<file path="config.mk">
export PLATFORM = sky130hd
export DESIGN_NAME = issue_rename_unit_flat
export DESIGN_NICKNAME = d
export VERILOG_FILES = /design/src/rtl/tomasulo_pkg.sv /design/src/rtl/issue_rename_unit_if.sv /design/src/rtl/rename_table.sv /design/src/rtl/issue_rename_unit.sv /design/src/flat_wrapper.sv
export SDC_FILE = /design/constraint.sdc
export NUM_CORES = 1
export LEC_CHECK = 0
export CAP_MARGIN = 20
export CORE_UTILIZATION = 40
export DETAILED_ROUTE_END_ITERATION = 10
export SLEW_MARGIN = 20
export SYNTH_ARGS = -nofsm -noshare
export SYNTH_HDL_FRONTEND = slang
export SYNTH_HIERARCHICAL = 1
export SYNTH_SLANG_ARGS = --single-unit
</file>
<file path="constraint.sdc">
create_clock -name clk1 -period 3.4 [get_ports clk1]
set_input_delay 1.02 -clock clk1 [delete_from_list [all_inputs] [get_ports clk1]]
set_output_delay 1.02 -clock clk1 [all_outputs]
set_load 0.1 [all_outputs]
</file>
<file path="src/rtl/tomasulo_pkg.sv">
// Shared decode definitions for the issue/rename slice: opcode classes, ROB entry layout, opcode decode.
// Latency: none (types and a pure function only).
// Backpressure: n/a.
package tomasulo_pkg;

    typedef enum logic [1:0] {
        CLS_ADD  = 2'd0,
        CLS_MUL  = 2'd1,
        CLS_BR   = 2'd2,
        CLS_NONE = 2'd3
    } op_class_e;

    // ROB entries are stored at fixed maximum field widths so the struct can live in the package;
    // the parameterised top zero-extends into and truncates out of these fields.
    localparam int ROB_FUNC_W = 8;
    localparam int ROB_RD_W   = 6;

    typedef struct packed {
        logic [ROB_FUNC_W-1:0] func;
        logic [ROB_RD_W-1:0]   rd;
        op_class_e             cls;
    } rob_entry_t;

    // 0000/0001 ADD, 0010/0011 MUL, 0100..0111 BR, everything else illegal.
    function automatic op_class_e decode_class(input logic [ROB_FUNC_W-1:0] f);
        op_class_e c;
        case (f)
            8'h00, 8'h01:               c = CLS_ADD;
            8'h02, 8'h03:               c = CLS_MUL;
            8'h04, 8'h05, 8'h06, 8'h07: c = CLS_BR;
            default:                    c = CLS_NONE;
        endcase
        return c;
    endfunction

endpackage

</file>
<file path="src/rtl/issue_rename_unit_if.sv">
// Bundle of the issue/rename unit's instruction, issue-packet and control signals.
// Latency: none (wiring only).
// Backpressure: master offers in_valid, slave answers in_ready; the issue packet has no ready.
interface issue_rename_unit_if #(
    parameter int NREG      = 16,
    parameter int ROB_DEPTH = 8,
    parameter int FUNC_W    = 4
);
    localparam int REG_W = $clog2(NREG);
    localparam int TAG_W = $clog2(ROB_DEPTH);

    logic              in_valid;
    logic              in_ready;
    logic [FUNC_W-1:0] func;
    logic [REG_W-1:0]  rs1;
    logic [REG_W-1:0]  rs2;
    logic [REG_W-1:0]  rd;

    logic              out_valid;
    logic [1:0]        out_class;
    logic [FUNC_W-1:0] out_func;
    logic [REG_W-1:0]  out_rd;
    logic [TAG_W-1:0]  out_rob_idx;
    logic              out_rs1_busy;
    logic              out_rs2_busy;
    logic [TAG_W-1:0]  out_rs1_tag;
    logic [TAG_W-1:0]  out_rs2_tag;

    logic [2:0]        rs_release;
    logic              commit_valid;
    logic              flush;
    logic              err_illegal;
    logic [TAG_W:0]    rob_count;

    modport master (
        output in_valid, func, rs1, rs2, rd, rs_release, commit_valid, flush,
        input  in_ready, out_valid, out_class, out_func, out_rd, out_rob_idx,
               out_rs1_busy, out_rs2_busy, out_rs1_tag, out_rs2_tag, err_illegal, rob_count
    );

    modport slave (
        input  in_valid, func, rs1, rs2, rd, rs_release, commit_valid, flush,
        output in_ready, out_valid, out_class, out_func, out_rd, out_rob_idx,
               out_rs1_busy, out_rs2_busy, out_rs1_tag, out_rs2_tag, err_illegal, rob_count
    );
endinterface

</file>
<file path="src/rtl/rename_table.sv">
// Register alias table: per architectural register a busy bit and the ROB tag of its newest producer.
// Latency: reads combinational, write/clear take effect at the next clk1 edge.
// Backpressure: none; clr_all beats wr_en beats the conditional clear.
// Ports: clk1/rst_n; two read ports (rd_idx -> rd_busy, rd_tag); one write port (wr_en, wr_idx, wr_tag);
//        conditional clear (clr_en, clr_idx, clr_tag: clears busy only if the stored tag matches); clr_all.
module rename_table #(
    parameter int NREG  = 16,
    parameter int TAG_W = 3
) (
    input  logic                     clk1,
    input  logic                     rst_n,
    input  logic [$clog2(NREG)-1:0]  rd_idx1,
    output logic                     rd_busy1,
    output logic [TAG_W-1:0]         rd_tag1,
    input  logic [$clog2(NREG)-1:0]  rd_idx2,
    output logic                     rd_busy2,
    output logic [TAG_W-1:0]         rd_tag2,
    input  logic                     wr_en,
    input  logic [$clog2(NREG)-1:0]  wr_idx,
    input  logic [TAG_W-1:0]         wr_tag,
    input  logic                     clr_en,
    input  logic [$clog2(NREG)-1:0]  clr_idx,
    input  logic [TAG_W-1:0]         clr_tag,
    input  logic                     clr_all
);
    localparam int REG_W = $clog2(NREG);

    logic [NREG-1:0]  busy_q;
    logic [TAG_W-1:0] tag_q [NREG];

    assign rd_busy1 = busy_q[rd_idx1];
    assign rd_tag1  = tag_q[rd_idx1];
    assign rd_busy2 = busy_q[rd_idx2];
    assign rd_tag2  = tag_q[rd_idx2];

    always_ff @(posedge clk1 or negedge rst_n) begin
        if (!rst_n) begin
            busy_q <= '0;
            for (int i = 0; i < NREG; i++) tag_q[i] <= '0;
        end else begin
            for (int i = 0; i < NREG; i++) begin
                if (clr_all) begin
                    busy_q[i] <= 1'b0;
                end else if (wr_en && wr_idx == REG_W'(i)) begin
                    // A new rename of the same register wins over the retiring producer's clear.
                    busy_q[i] <= 1'b1;
                    tag_q[i]  <= wr_tag;
                end else if (clr_en && clr_idx == REG_W'(i) && tag_q[i] == clr_tag) begin
                    busy_q[i] <= 1'b0;
                end
            end
        end
    end
endmodule

</file>
<file path="src/rtl/issue_rename_unit.sv">
// Decodes, renames and allocates a ROB entry per instruction, emitting a registered issue packet.
// Latency: 1 cycle from accept to out_valid / err_illegal.
// Backpressure: in_ready drops when flushing, the ROB is full, or the decoded class has no free RS slot.
// Ports: clk1, rst_n (async active-low); bus (slave): instruction in, issue packet out,
//        rs_release/commit_valid/flush control, err_illegal and rob_count status.
module issue_rename_unit
    import tomasulo_pkg::*;
#(
    parameter int NREG         = 16,
    parameter int ROB_DEPTH    = 8,
    parameter int RS_PER_CLASS = 3,
    parameter int FUNC_W       = 4
) (
    input  logic clk1,
    input  logic rst_n,
    issue_rename_unit_if.slave bus
);
    localparam int REG_W = $clog2(NREG);
    localparam int TAG_W = $clog2(ROB_DEPTH);
    localparam int CNT_W = $clog2(RS_PER_CLASS + 1);
    localparam logic [CNT_W-1:0] RS_MAX   = CNT_W'(RS_PER_CLASS);
    localparam logic [TAG_W:0]   ROB_FULL = (TAG_W + 1)'(ROB_DEPTH);

    rob_entry_t       rob_q [ROB_DEPTH];
    logic [TAG_W-1:0] head_q, tail_q;
    logic [TAG_W:0]   count_q;
    logic [CNT_W-1:0] rs_cnt_q [3];

    op_class_e        dec_cls;
    logic             legal, rs_room, acc, legal_acc, illegal_acc, commit_fire;
    logic [2:0]       rs_inc;
    logic             rat_busy1, rat_busy2;
    logic [TAG_W-1:0] rat_tag1, rat_tag2;
    rob_entry_t       head_ent;

    assign dec_cls = decode_class(ROB_FUNC_W'(bus.func));
    assign legal   = (dec_cls != CLS_NONE);

    always_comb begin
        rs_room = 1'b0;
        case (dec_cls)
            CLS_ADD: rs_room = (rs_cnt_q[0] < RS_MAX);
            CLS_MUL: rs_room = (rs_cnt_q[1] < RS_MAX);
            CLS_BR:  rs_room = (rs_cnt_q[2] < RS_MAX);
            default: rs_room = 1'b0;
        endcase
    end

    // Illegal opcodes are always accepted (they only raise err_illegal), so they skip ROB/RS checks.
    assign bus.in_ready = !bus.flush && (!legal || (count_q != ROB_FULL && rs_room));
    assign acc          = bus.in_valid && bus.in_ready;
    assign legal_acc    = acc && legal;
    assign illegal_acc  = acc && !legal;
    assign commit_fire  = bus.commit_valid && (count_q != '0) && !bus.flush;
    assign head_ent     = rob_q[head_q];

    always_comb begin
        for (int c = 0; c < 3; c++) rs_inc[c] = legal_acc && (2'(dec_cls) == 2'(c));
    end

    rename_table #(.NREG(NREG), .TAG_W(TAG_W)) u_rat (
        .clk1     (clk1),
        .rst_n    (rst_n),
        .rd_idx1  (bus.rs1),
        .rd_busy1 (rat_busy1),
        .rd_tag1  (rat_tag1),
        .rd_idx2  (bus.rs2),
        .rd_busy2 (rat_busy2),
        .rd_tag2  (rat_tag2),
        .wr_en    (legal_acc && dec_cls != CLS_BR),
        .wr_idx   (bus.rd),
        .wr_tag   (tail_q),
        .clr_en   (commit_fire && head_ent.cls != CLS_BR),
        .clr_idx  (head_ent.rd[REG_W-1:0]),
        .clr_tag  (head_q),
        .clr_all  (bus.flush)
    );

    // Entry payload needs no reset: it is only read while counted as occupied.
    always_ff @(posedge clk1) begin
        if (legal_acc) rob_q[tail_q] <= '{func: ROB_FUNC_W'(bus.func), rd: ROB_RD_W'(bus.rd), cls: dec_cls};
    end

    always_ff @(posedge clk1 or negedge rst_n) begin
        if (!rst_n) begin
            head_q  <= '0;
            tail_q  <= '0;
            count_q <= '0;
            for (int c = 0; c < 3; c++) rs_cnt_q[c] <= '0;
        end else if (bus.flush) begin
            head_q  <= '0;
            tail_q  <= '0;
            count_q <= '0;
            for (int c = 0; c < 3; c++) rs_cnt_q[c] <= '0;
        end else begin
            if (legal_acc)   tail_q <= tail_q + TAG_W'(1);
            if (commit_fire) head_q <= head_q + TAG_W'(1);
            count_q <= count_q + {{TAG_W{1'b0}}, legal_acc} - {{TAG_W{1'b0}}, commit_fire};
            for (int c = 0; c < 3; c++) begin
                if (rs_inc[c] && bus.rs_release[c]) rs_cnt_q[c] <= rs_cnt_q[c];
                else if (rs_inc[c])                  rs_cnt_q[c] <= rs_cnt_q[c] + CNT_W'(1);
                else if (bus.rs_release[c] && rs_cnt_q[c] != '0)
                                                     rs_cnt_q[c] <= rs_cnt_q[c] - CNT_W'(1);
            end
        end
    end

    // Issue packet register. Source busy is masked when the producer retires in this same cycle.
    always_ff @(posedge clk1 or negedge rst_n) begin
        if (!rst_n) begin
            bus.out_valid    <= 1'b0;
            bus.err_illegal  <= 1'b0;
            bus.out_class    <= '0;
            bus.out_func     <= '0;
            bus.out_rd       <= '0;
            bus.out_rob_idx  <= '0;
            bus.out_rs1_busy <= 1'b0;
            bus.out_rs2_busy <= 1'b0;
            bus.out_rs1_tag  <= '0;
            bus.out_rs2_tag  <= '0;
        end else if (bus.flush) begin
            bus.out_valid   <= 1'b0;
            bus.err_illegal <= 1'b0;
        end else begin
            bus.out_valid   <= legal_acc;
            bus.err_illegal <= illegal_acc;
            if (legal_acc) begin
                bus.out_class    <= 2'(dec_cls);
                bus.out_func     <= bus.func;
                bus.out_rd       <= bus.rd;
                bus.out_rob_idx  <= tail_q;
                bus.out_rs1_busy <= rat_busy1 && !(commit_fire && rat_tag1 == head_q);
                bus.out_rs2_busy <= rat_busy2 && !(commit_fire && rat_tag2 == head_q);
                bus.out_rs1_tag  <= rat_tag1;
                bus.out_rs2_tag  <= rat_tag2;
            end
        end
    end

    assign bus.rob_count = count_q;
endmodule

</file>
<file path="src/flat_wrapper.sv">
// flat-port wrapper written by rule: the top's interface ports become plain ports
module issue_rename_unit_flat import tomasulo_pkg::*;
#(
    parameter int NREG         = 16,
    parameter int ROB_DEPTH    = 8,
    parameter int RS_PER_CLASS = 3,
    parameter int FUNC_W       = 4
)
  (clk1, rst_n, bus_in_valid, bus_func, bus_rs1, bus_rs2, bus_rd, bus_rs_release, bus_commit_valid, bus_flush, bus_in_ready, bus_out_valid, bus_out_class, bus_out_func, bus_out_rd, bus_out_rob_idx, bus_out_rs1_busy, bus_out_rs2_busy, bus_out_rs1_tag, bus_out_rs2_tag, bus_err_illegal, bus_rob_count);
  issue_rename_unit_if #(.NREG(NREG), .ROB_DEPTH(ROB_DEPTH), .FUNC_W(FUNC_W)) bus_i ();
  input  logic clk1;
  input  logic rst_n;
  input wire logic [$bits(bus_i.in_valid)-1:0] bus_in_valid;
  input wire logic [$bits(bus_i.func)-1:0] bus_func;
  input wire logic [$bits(bus_i.rs1)-1:0] bus_rs1;
  input wire logic [$bits(bus_i.rs2)-1:0] bus_rs2;
  input wire logic [$bits(bus_i.rd)-1:0] bus_rd;
  input wire logic [$bits(bus_i.rs_release)-1:0] bus_rs_release;
  input wire logic [$bits(bus_i.commit_valid)-1:0] bus_commit_valid;
  input wire logic [$bits(bus_i.flush)-1:0] bus_flush;
  output wire logic [$bits(bus_i.in_ready)-1:0] bus_in_ready;
  output wire logic [$bits(bus_i.out_valid)-1:0] bus_out_valid;
  output wire logic [$bits(bus_i.out_class)-1:0] bus_out_class;
  output wire logic [$bits(bus_i.out_func)-1:0] bus_out_func;
  output wire logic [$bits(bus_i.out_rd)-1:0] bus_out_rd;
  output wire logic [$bits(bus_i.out_rob_idx)-1:0] bus_out_rob_idx;
  output wire logic [$bits(bus_i.out_rs1_busy)-1:0] bus_out_rs1_busy;
  output wire logic [$bits(bus_i.out_rs2_busy)-1:0] bus_out_rs2_busy;
  output wire logic [$bits(bus_i.out_rs1_tag)-1:0] bus_out_rs1_tag;
  output wire logic [$bits(bus_i.out_rs2_tag)-1:0] bus_out_rs2_tag;
  output wire logic [$bits(bus_i.err_illegal)-1:0] bus_err_illegal;
  output wire logic [$bits(bus_i.rob_count)-1:0] bus_rob_count;
  assign bus_i.in_valid = bus_in_valid;
  assign bus_i.func = bus_func;
  assign bus_i.rs1 = bus_rs1;
  assign bus_i.rs2 = bus_rs2;
  assign bus_i.rd = bus_rd;
  assign bus_i.rs_release = bus_rs_release;
  assign bus_i.commit_valid = bus_commit_valid;
  assign bus_i.flush = bus_flush;
  assign bus_in_ready = bus_i.in_ready;
  assign bus_out_valid = bus_i.out_valid;
  assign bus_out_class = bus_i.out_class;
  assign bus_out_func = bus_i.out_func;
  assign bus_out_rd = bus_i.out_rd;
  assign bus_out_rob_idx = bus_i.out_rob_idx;
  assign bus_out_rs1_busy = bus_i.out_rs1_busy;
  assign bus_out_rs2_busy = bus_i.out_rs2_busy;
  assign bus_out_rs1_tag = bus_i.out_rs1_tag;
  assign bus_out_rs2_tag = bus_i.out_rs2_tag;
  assign bus_err_illegal = bus_i.err_illegal;
  assign bus_rob_count = bus_i.rob_count;
  issue_rename_unit #(.NREG(NREG), .ROB_DEPTH(ROB_DEPTH), .RS_PER_CLASS(RS_PER_CLASS), .FUNC_W(FUNC_W)) u_core (.clk1(clk1), .rst_n(rst_n), .bus(bus_i));
endmodule
</file>
==> results.cfg, run 1 <==
[global_route]
grt_util_all_layers_pct = 22.5
grt_pass1_vias = 5831
overflow = 0
grt_max_degree = 57
antenna_found_initial = 0
grt_pass1_wl_um = 34000

[finish]
most-common-layout-cells = 106 x buf_4, 102 x dfrtp_1, 59 x mux2_2
num_antenna_cells = 0
nNetsFinal = 773
areaGrowthSynthToFinish_pct = 23.6
fin_util_pct = 50.8
final_common_cell = buf_4
final_layout_size_suffix_gt1_share_pct = 32.9

[die]
rows = 51
die_y_um = 144
die_area_sq_um = 20800
io_pins = 52
design.core.area_sq_um = 19700
start_util_pct = 41.1
die_x_um = 144

[yosys]
synth-seq-cells = 151
synth_fp_nets = 647
synth_edf_count = 48
synthCells = 614
synth_top_area_share_pct = 31.9
synth_top_area_cell = dfrtp_1
avgSynthCellArea_sq_um = 13.2
async_flop_share_pct = 68.2
synth-main-ff-cell = dfrtp_1
synth_cell_types = 60
synth_area_sq_um = 8080
synth_seq_area_share_pct = 49.7
netlist_top_cells_area = dfrtp_1 32%, edfxtp_1 18%, mux2_2 8.2%
ys_warn_count = 6

[sta]
timing.final.ws_setup_ns = 0.0636
rsz0062_at_grt = no
worst_slew_pin_slew_ns = 1.06
setup_viol_count_final = 0
fmax_ghz = 0.300
fin_crit_ns = 3.34
slew_violations = 0
hold_violations = 0
max-slew-margin-rel_pct = 29.2
period_share_pct = 98.1
worst_clock_skew_ns = 0.00735

[job]
maxCapViolations = 0

[worst_hold_path]
holdPathStages = 1
hp-start = u_core/bus.out_func[3]
min_path_type = flop to flop

[power]
total_power_mw = 5.39
ir_drop_mv = 0.389
power_density_nw_per_um2 = 540
p_leak_nw = 4.54

[placement]
gp_congestion = 0.914
port_buffers = 51
hpwlAfterDp_um = 15600
pre_cts_ws_ns = -0.383

[route]
totalWireLength_um = 21700
drcViolationCount = 0
drtPass1Iterations = 5
drt_iter0_drc = 469
avgRoutedWirePerCell_um = 21.3
via_per_inst = 5.63
drtAntennaViolNets = 0
via_count = 5729

[worst_setup_path]
worstPathRequired_ns = 2.38
r2r_cells = 7
cp-startpoint = bus_func[3]
endpoint_kind = output pin
timing.rr.start = u_core/head_q[0]
startpoint_type = input port
critPathMaxFanout = 2
worstPathArrival_ns = 2.32
path_class = input port to output pin

[clock_tree]
cts_sinks = 151
cts-root-buf = clkbuf_16
clock_latency_ns = 0.43
clockBufferDepth = 2
cts_tree = done
cts-buffers-inserted = 17
ctsHoldBuffers = 0
clk_pin_slew_ns = 0.06
htreeDepth = 4

[run_status]
status = complete, no violations
[critical path: stages]
cell and delay (ns):
dlygate4sd2_1 0.25, a2111o_1 0.42, o211a_4 0.16, o21ai_2 0.11
nor2b_4 0.17, buf_12 0.18
[Yosys cell counts (6+ instances only)]
master    count
a22oi_1       8
buf_2         7
buf_6         6
clkbuf_1     12
dfrtp_1     103
edfxtp_1     48
ha_1          8
inv_1        16
mux2_2       59
mux2_4        6
mux4_1       20
mux4_2       20
nand2_1      51
nand2b_1      6
nand3_1      30
nor2_1       20
nor2b_1      19
nor3_1       11
nor4_1       10
o21ai_0      20
xnor2_1      23
xor2_1       35
[per-layer routing]
layer,wire length (um),track usage [%],vias to the layer above
met5,0,0,-
met4,398,6.76,0
met1,9570,30.7,2944
li1,-,-,2559
met2,10600,36.1,191
met3,1170,4.54,35
[logic make-up after synthesis]
kind of cell	count (synthesis)	synth area share (%)
simple gates	173	11.5
flops	151	49.7
mux	105	21.4
compound gates	72	6.46
xor+xnor	58	6.28
buf+inv	46	3.14
fa+ha+maj	9	1.49
[where the power goes]
part | internal [mW] | switching [mW]
clock network | 1.09 | 0.714
registers | 1.96 | 0.105
logic | 0.516 | 1.01
total | 3.57 | 1.83
[registers in the layout (all words and copies together) (netlist names), 2 cells and up]
register	cells
u_core/bus.out_rs1_tag	3
u_core/u_rat/busy_q	16
u_core/rs_cnt_q	6
u_core/head_q	3
u_core/bus.out_rs2_tag	3
u_core/bus.out_rob_idx	3
u_core/bus.out_class	2
u_core/tail_q	3
u_core/rob_q	48
u_core/bus.out_func	4
u_core/bus.rob_count	4
u_core/u_rat/tag_q	48
u_core/bus.out_rd	4
[final timing paths]
kind / endpoint / slack (ns)
setup / recovery: bus_in_ready / 0.06
hold / removal: u_core/bus.out_func[3] / 0.51
setup reg to reg: u_core/u_rat/busy_q[11] / 0.36
hold reg to reg: u_core/bus.out_func[3] / 0.51
max in group asynchronous: u_core/bus.rob_count[2] / 1.99
min in group asynchronous: u_core/bus.out_rs1_tag[2] / 0.66
[metrics by stage]
step	TNS, ns	cell area (sq um)	instances	hold slack, ns
CTS	0	9980	1018	0.513
global route	0	9990	1018	0.513
floorplan	0	8090	614	0.480
finish	0	9990	1018	0.508
global placement	-8.38	9400	984	0.475
detailed placement	-11.20	9400	984	0.495
[cell type report]
class                   count  area, sq um
fillers                  1724         9660
flip-flops and latches    151         4020
multi-input cells         417         3840
repair buffers            136         1170
clock buffers              22          454
well taps                 265          332
clock inverters            10          105
inverters                  17         68.8
[timing repair]
action                     CTS  global route
gates cloned                 0             0
resized for setup            6             2
setup buffers                2             0
setup endpoints to repair    1             2
pin swaps                    2             2
Note: power is estimated with default switching activity, not from simulation.
==> run 2: changes to the inputs <==
MAX_ROUTING_LAYER = met4   (was not set)
REMOVE_ABC_BUFFERS = 1   (was not set)
==> run 2 against run 1 <==
Net effect:
- sequential power hardly changed
- critical path depth stayed put
- non-clock buffer count is 3 lower
- first-iteration DRC count is 19% lower
- core utilization is 0.10 points higher
- register-to-register slack better by 0.14 ns
- global-route usage is 0.41 points higher
- hold slack worse by 0.021 ns
==> results.cfg, run 2 (synthesis gave the netlist of run 1 again) <==
[sta]
worst_slew_pin_slew_ns = 1.05
hold_violations = 0
max-slew-margin-rel_pct = 29.9
fin_crit_ns = 3.37
slew_violations = 0
fmax_ghz = 0.297
period_share_pct = 99.1
setup_viol_count_final = 0
setup_tns_ns = 0
worst_clock_skew_ns = 0.0160
rsz0062_at_grt = no

[worst_setup_path]
path_class = input port to output pin
r2r_cells = 9
worstPathRequired_ns = 2.38
cp-startpoint = bus_func[3]
crit_path_end = bus_in_ready
startpoint_type = input port
critPathMaxFanout = 2
timing.rr.end = u_core/u_rat/busy_q[14]
endpoint_kind = output pin
worstPathArrival_ns = 2.35
reg2reg_slack_ns = 0.50
timing.rr.start = u_core/head_q[0]

[route]
via_per_inst = 5.66
avgRoutedWirePerCell_um = 21.0
drt_iter0_drc = 378
via_count = 5746
drcViolationCount = 0
drtPass1Iterations = 5
drtAntennaViolNets = 0
totalWireLength_um = 21400

[finish]
instances_no_fill = 1015
num_antenna_cells = 0
final_layout_size_suffix_gt1_share_pct = 33.3
most-common-layout-cells = 104 x buf_4, 103 x dfrtp_1, 59 x mux2_2
final_common_cell = buf_4
nNetsFinal = 770
areaGrowthSynthToFinish_pct = 23.8
postLayoutCellArea_sq_um = 10000
reg_top3 = u_core/rob_q (48), u_core/u_rat/tag_q (48), u_core/u_rat/busy_q (16)
fin_util_pct = 50.9

[clock_tree]
cts-buffers-inserted = 17
cts_tree = done
clock_latency_ns = 0.43
clk_pin_slew_ns = 0.07
htreeDepth = 4
clockBufferDepth = 2
cts_sinks = 151
ctsHoldBuffers = 0
cts-root-buf = clkbuf_16

[worst_hold_path]
min_path_type = flop to flop

[die]
die_y_um = 144
die_x_um = 144
die_area_sq_um = 20800
rows = 51
io_pins = 52
start_util_pct = 41.1
design.core.area_sq_um = 19700

[placement]
hpwlAfterDp_um = 15100
place_area_sq_um = 9360
place_inst = 981
port_buffers = 51
gp_congestion = 0.870

[global_route]
grt_util_all_layers_pct = 22.9
grt_max_degree = 75
antenna_found_initial = 0
overflow = 0
grt_pass1_wl_um = 33800
grt_pass1_vias = 5867

[power]
ir_drop_mv = 0.332
p_leak_nw = 4.56
power_density_nw_per_um2 = 556

[run_status]
status = complete, no violations

[job]
maxCapViolations = 0
run 2: metrics by stage:
stage               setup slack (ns)  total power, mW  hold WS (ns)
floorplan                     -0.726             3.10         0.480
global placement              -0.284             3.58         0.470
detailed placement            -0.300             3.60         0.480
CTS                           0.0356             5.62         0.499
global route                  0.0108             5.80         0.524
finish                        0.0321             5.56         0.487
run 2: how the worst min path moves through the flow:
stage / from / endpoint / slack (ns) / cells past startpoint
6_report: u_core/bus.out_func[3] / u_core/bus.out_func[3] / 0.49 / 1
5_1_grt: u_core/bus.out_rs2_tag[0] / u_core/bus.out_rs2_tag[0] / 0.52 / 1
4_1_cts: u_core/bus.out_func[3] / u_core/bus.out_func[3] / 0.50 / 1
3_5_place_dp: u_core/bus.out_func[3] / u_core/bus.out_func[3] / 0.48 / 1
3_3_place_gp: u_core/bus.out_func[3] / u_core/bus.out_func[3] / 0.47 / 1
2_1_floorplan: u_core/u_rat/busy_q[12] / u_core/u_rat/busy_q[12] / 0.48 / 1
run 2: what timing repair did:
action	in CTS	in global routing
gates resized for setup	8	0
setup buffers	2	0
pin swaps	2	1
endpoints found under the setup margin	1	1
run 2: worst max-delay path, stage by stage:
cell and delay (ns):
dlygate4sd2_1 0.25, a2111o_1 0.43, o211a_4 0.17, o21ai_2 0.13, nor2b_4 0.17, buf_12 0.18
run 2: where the power goes:
part	leakage, nW	internal (mW)	total, mW	switching (mW)
registers	1.85	1.96	2.07	0.111
logic	2.41	0.506	1.50	0.995
clock network	0.307	1.13	1.99	0.861
total	4.56	3.59	5.56	1.97
run 2: layer usage:
layer  track usage, %  share of wire (%)  up-vias
met5                -                  0        -
met4             8.92                2.3        0
met3             3.77                5.3       37
met2             34.7                 47      226
met1             30.8                 45     2923
li1                 -                  -     2560
run 2: layout make-up:
| type | count | area (sq um) |
|---|---|---|
| clock inverter | 15 | 199 |
| clock buffer | 17 | 425 |
| timing repair buffer | 133 | 1140 |
| multi-input combinational | 417 | 3830 |
| fill | 1745 | 9640 |
| tap | 265 | 332 |
| sequential | 151 | 4020 |
| inverter | 17 | 68.8 |
==> run 3: changes to the inputs <==
PLACE_DENSITY = 0.63   (was not set)
==> run 3 against run 2 <==
Net effect:
- clock skew fell by 0.0054 ns
- critical path type unchanged
- final area fell by 1.2%
- combinational power grew 3%
- first-iteration DRC count rose by 13%
==> results.cfg, run 3 (synthesis gave the netlist of run 1 again) <==
[worst_setup_path]
worstPathArrival_ns = 2.33
max_stage_delay_ns = 0.44
worstPathRequired_ns = 2.38
critPathMaxFanout = 2
r2r_cells = 8
crit_slowest_cell = a2111o_1
cp.depth = 6
path_class = input port to output pin
endpoint_kind = output pin
reg2reg_slack_ns = 0.50
crit_family = compound AO/OA/AOI/OAI gates
crit_chain = dlygate4sd2_1, a2111o_1, o211a_4, o21ai_2, nor2b_4, buf_12
startpoint_type = input port
crit_buf_inv = 2

[clock_tree]
cts_tree = done
clock_latency_ns = 0.43
htreeDepth = 4
clockBufferDepth = 2
cts-root-buf = clkbuf_16
cts_sinks = 151
cts-buffers-inserted = 17
clk_pin_slew_ns = 0.07

[global_route]
grt_max_degree = 76
grt_pass1_vias = 5734
overflow = 0
grt_util_all_layers_pct = 22.0
grt_pass1_wl_um = 32700
antenna_found_initial = 0

[power]
seqPwrFrac_pct = 37.6
p_leak_nw = 4.49
internal_power_mw = 3.51
p_comb_share_pct = 28.5
p_clk_share_pct = 33.9
p_sw_mw = 1.92
power.share.switching_pct = 35.4
total_power_mw = 5.43
ir_drop_mv = 0.312
power_density_nw_per_um2 = 549

[finish]
most-common-layout-cells = 103 x dfrtp_1, 97 x buf_4, 59 x mux2_2
reg_top3 = u_core/rob_q (48), u_core/u_rat/tag_q (48), u_core/u_rat/busy_q (16)
areaGrowthSynthToFinish_pct = 22.4
final_layout_size_suffix_gt1_share_pct = 32.5
fin_util_pct = 50.3
instances_no_fill = 1007
final_common_cell = dfrtp_1
num_antenna_cells = 0
nNetsFinal = 762

[route]
drtAntennaViolNets = 0
drtPass1Iterations = 5
via_count = 5650
via_per_inst = 5.61
drt_iter0_drc = 429
avgRoutedWirePerCell_um = 20.9
totalWireLength_um = 21000
drcViolationCount = 0

[die]
die_y_um = 144
die_x_um = 144
start_util_pct = 41.1
rows = 51
die_area_sq_um = 20800
io_pins = 52
design.core.area_sq_um = 19700

[placement]
place_inst = 975
hpwlAfterDp_um = 15000
port_buffers = 51
gp_congestion = 0.909

[job]
maxCapViolations = 0

[sta]
fmax_ghz = 0.299
setup_viol_count_final = 0
period_share_pct = 98.5
worst_slew_pin_slew_ns = 1.05
rsz0062_at_grt = no
hold_violations = 0
worst_clock_skew_ns = 0.0105
whs_ns = 0.495
max-slew-margin-rel_pct = 30.2
fin_crit_ns = 3.35
slew_violations = 0
setup_tns_ns = 0

[worst_hold_path]
min_path_type = flop to flop
holdPathStages = 1

[run_status]
status = complete, no violations
## run 3: final timing paths
kind	from	endpoint
max in group asynchronous	rst_n	u_core/u_rat/tag_q[10]
worst max register to register	u_core/head_q[0]	u_core/u_rat/busy_q[12]
min in group asynchronous	rst_n	u_core/u_rat/tag_q[43]
worst max-delay path	bus_func[3]	bus_in_ready
worst min register to register	u_core/bus.out_func[3]	u_core/bus.out_func[3]
worst min-delay path	u_core/bus.out_func[3]	u_core/bus.out_func[3]
## run 3: worst register-to-register path: stages (launching register included)
cell and delay [ns]:
dfrtp_1 0.59, buf_4 0.26, mux4_2 0.50, nand2_1 0.08, nand2_1 0.12, or3b_4 0.50, nor4_2 0.39, nand3_1 0.12
a31o_1 0.24
## run 3: timing repair
| action | 4_1_cts | 5_1_grt |
|---|---|---|
| setup endpoints to repair | 1 | 2 |
| hold buffers | 0 | 0 |
| buffers inserted | 0 | 0 |
| gates resized for setup | 8 | 1 |
| pin swaps | 3 | 1 |
## run 3: layer usage
metal  part of all wire, %  vias up  track usage (%)
met1                    44     2881             28.2
li1                      -     2539                -
met2                    50      197             35.8
met3                   4.2       33             3.11
met4                   1.8        0             8.03
met5                     0        -                -
## run 3: through the flow
step	setup slack (ns)	area [sq um]
after floorplan	-0.726	7900
after global placement	-0.352	9300
after detailed placement	-0.408	9300
after CTS	0.0300	9880
after global routing	0.0278	9890
final	0.0526	9890
## run 3: cell type report
class	count	area, sq um
fill	1736	9760
sequential	151	4020
multi-input combinational	417	3840
timing repair buffer	125	1060
clock buffer	19	433
tap	265	332
clock inverter	13	138
inverter	17	68.8
## run 3: power by group through the flow
stage / logic [mW] / clock network (mW) / registers, mW
6_report: 1.55 / 1.84 / 2.04
5_1_grt: 1.62 / 1.96 / 2.06
3_3_place_gp: 1.51 / 0 / 2.07
4_1_cts: 1.55 / 1.87 / 2.04
2_1_floorplan: 0.509 / 0 / 2.60
3_5_place_dp: 1.54 / 0 / 2.08
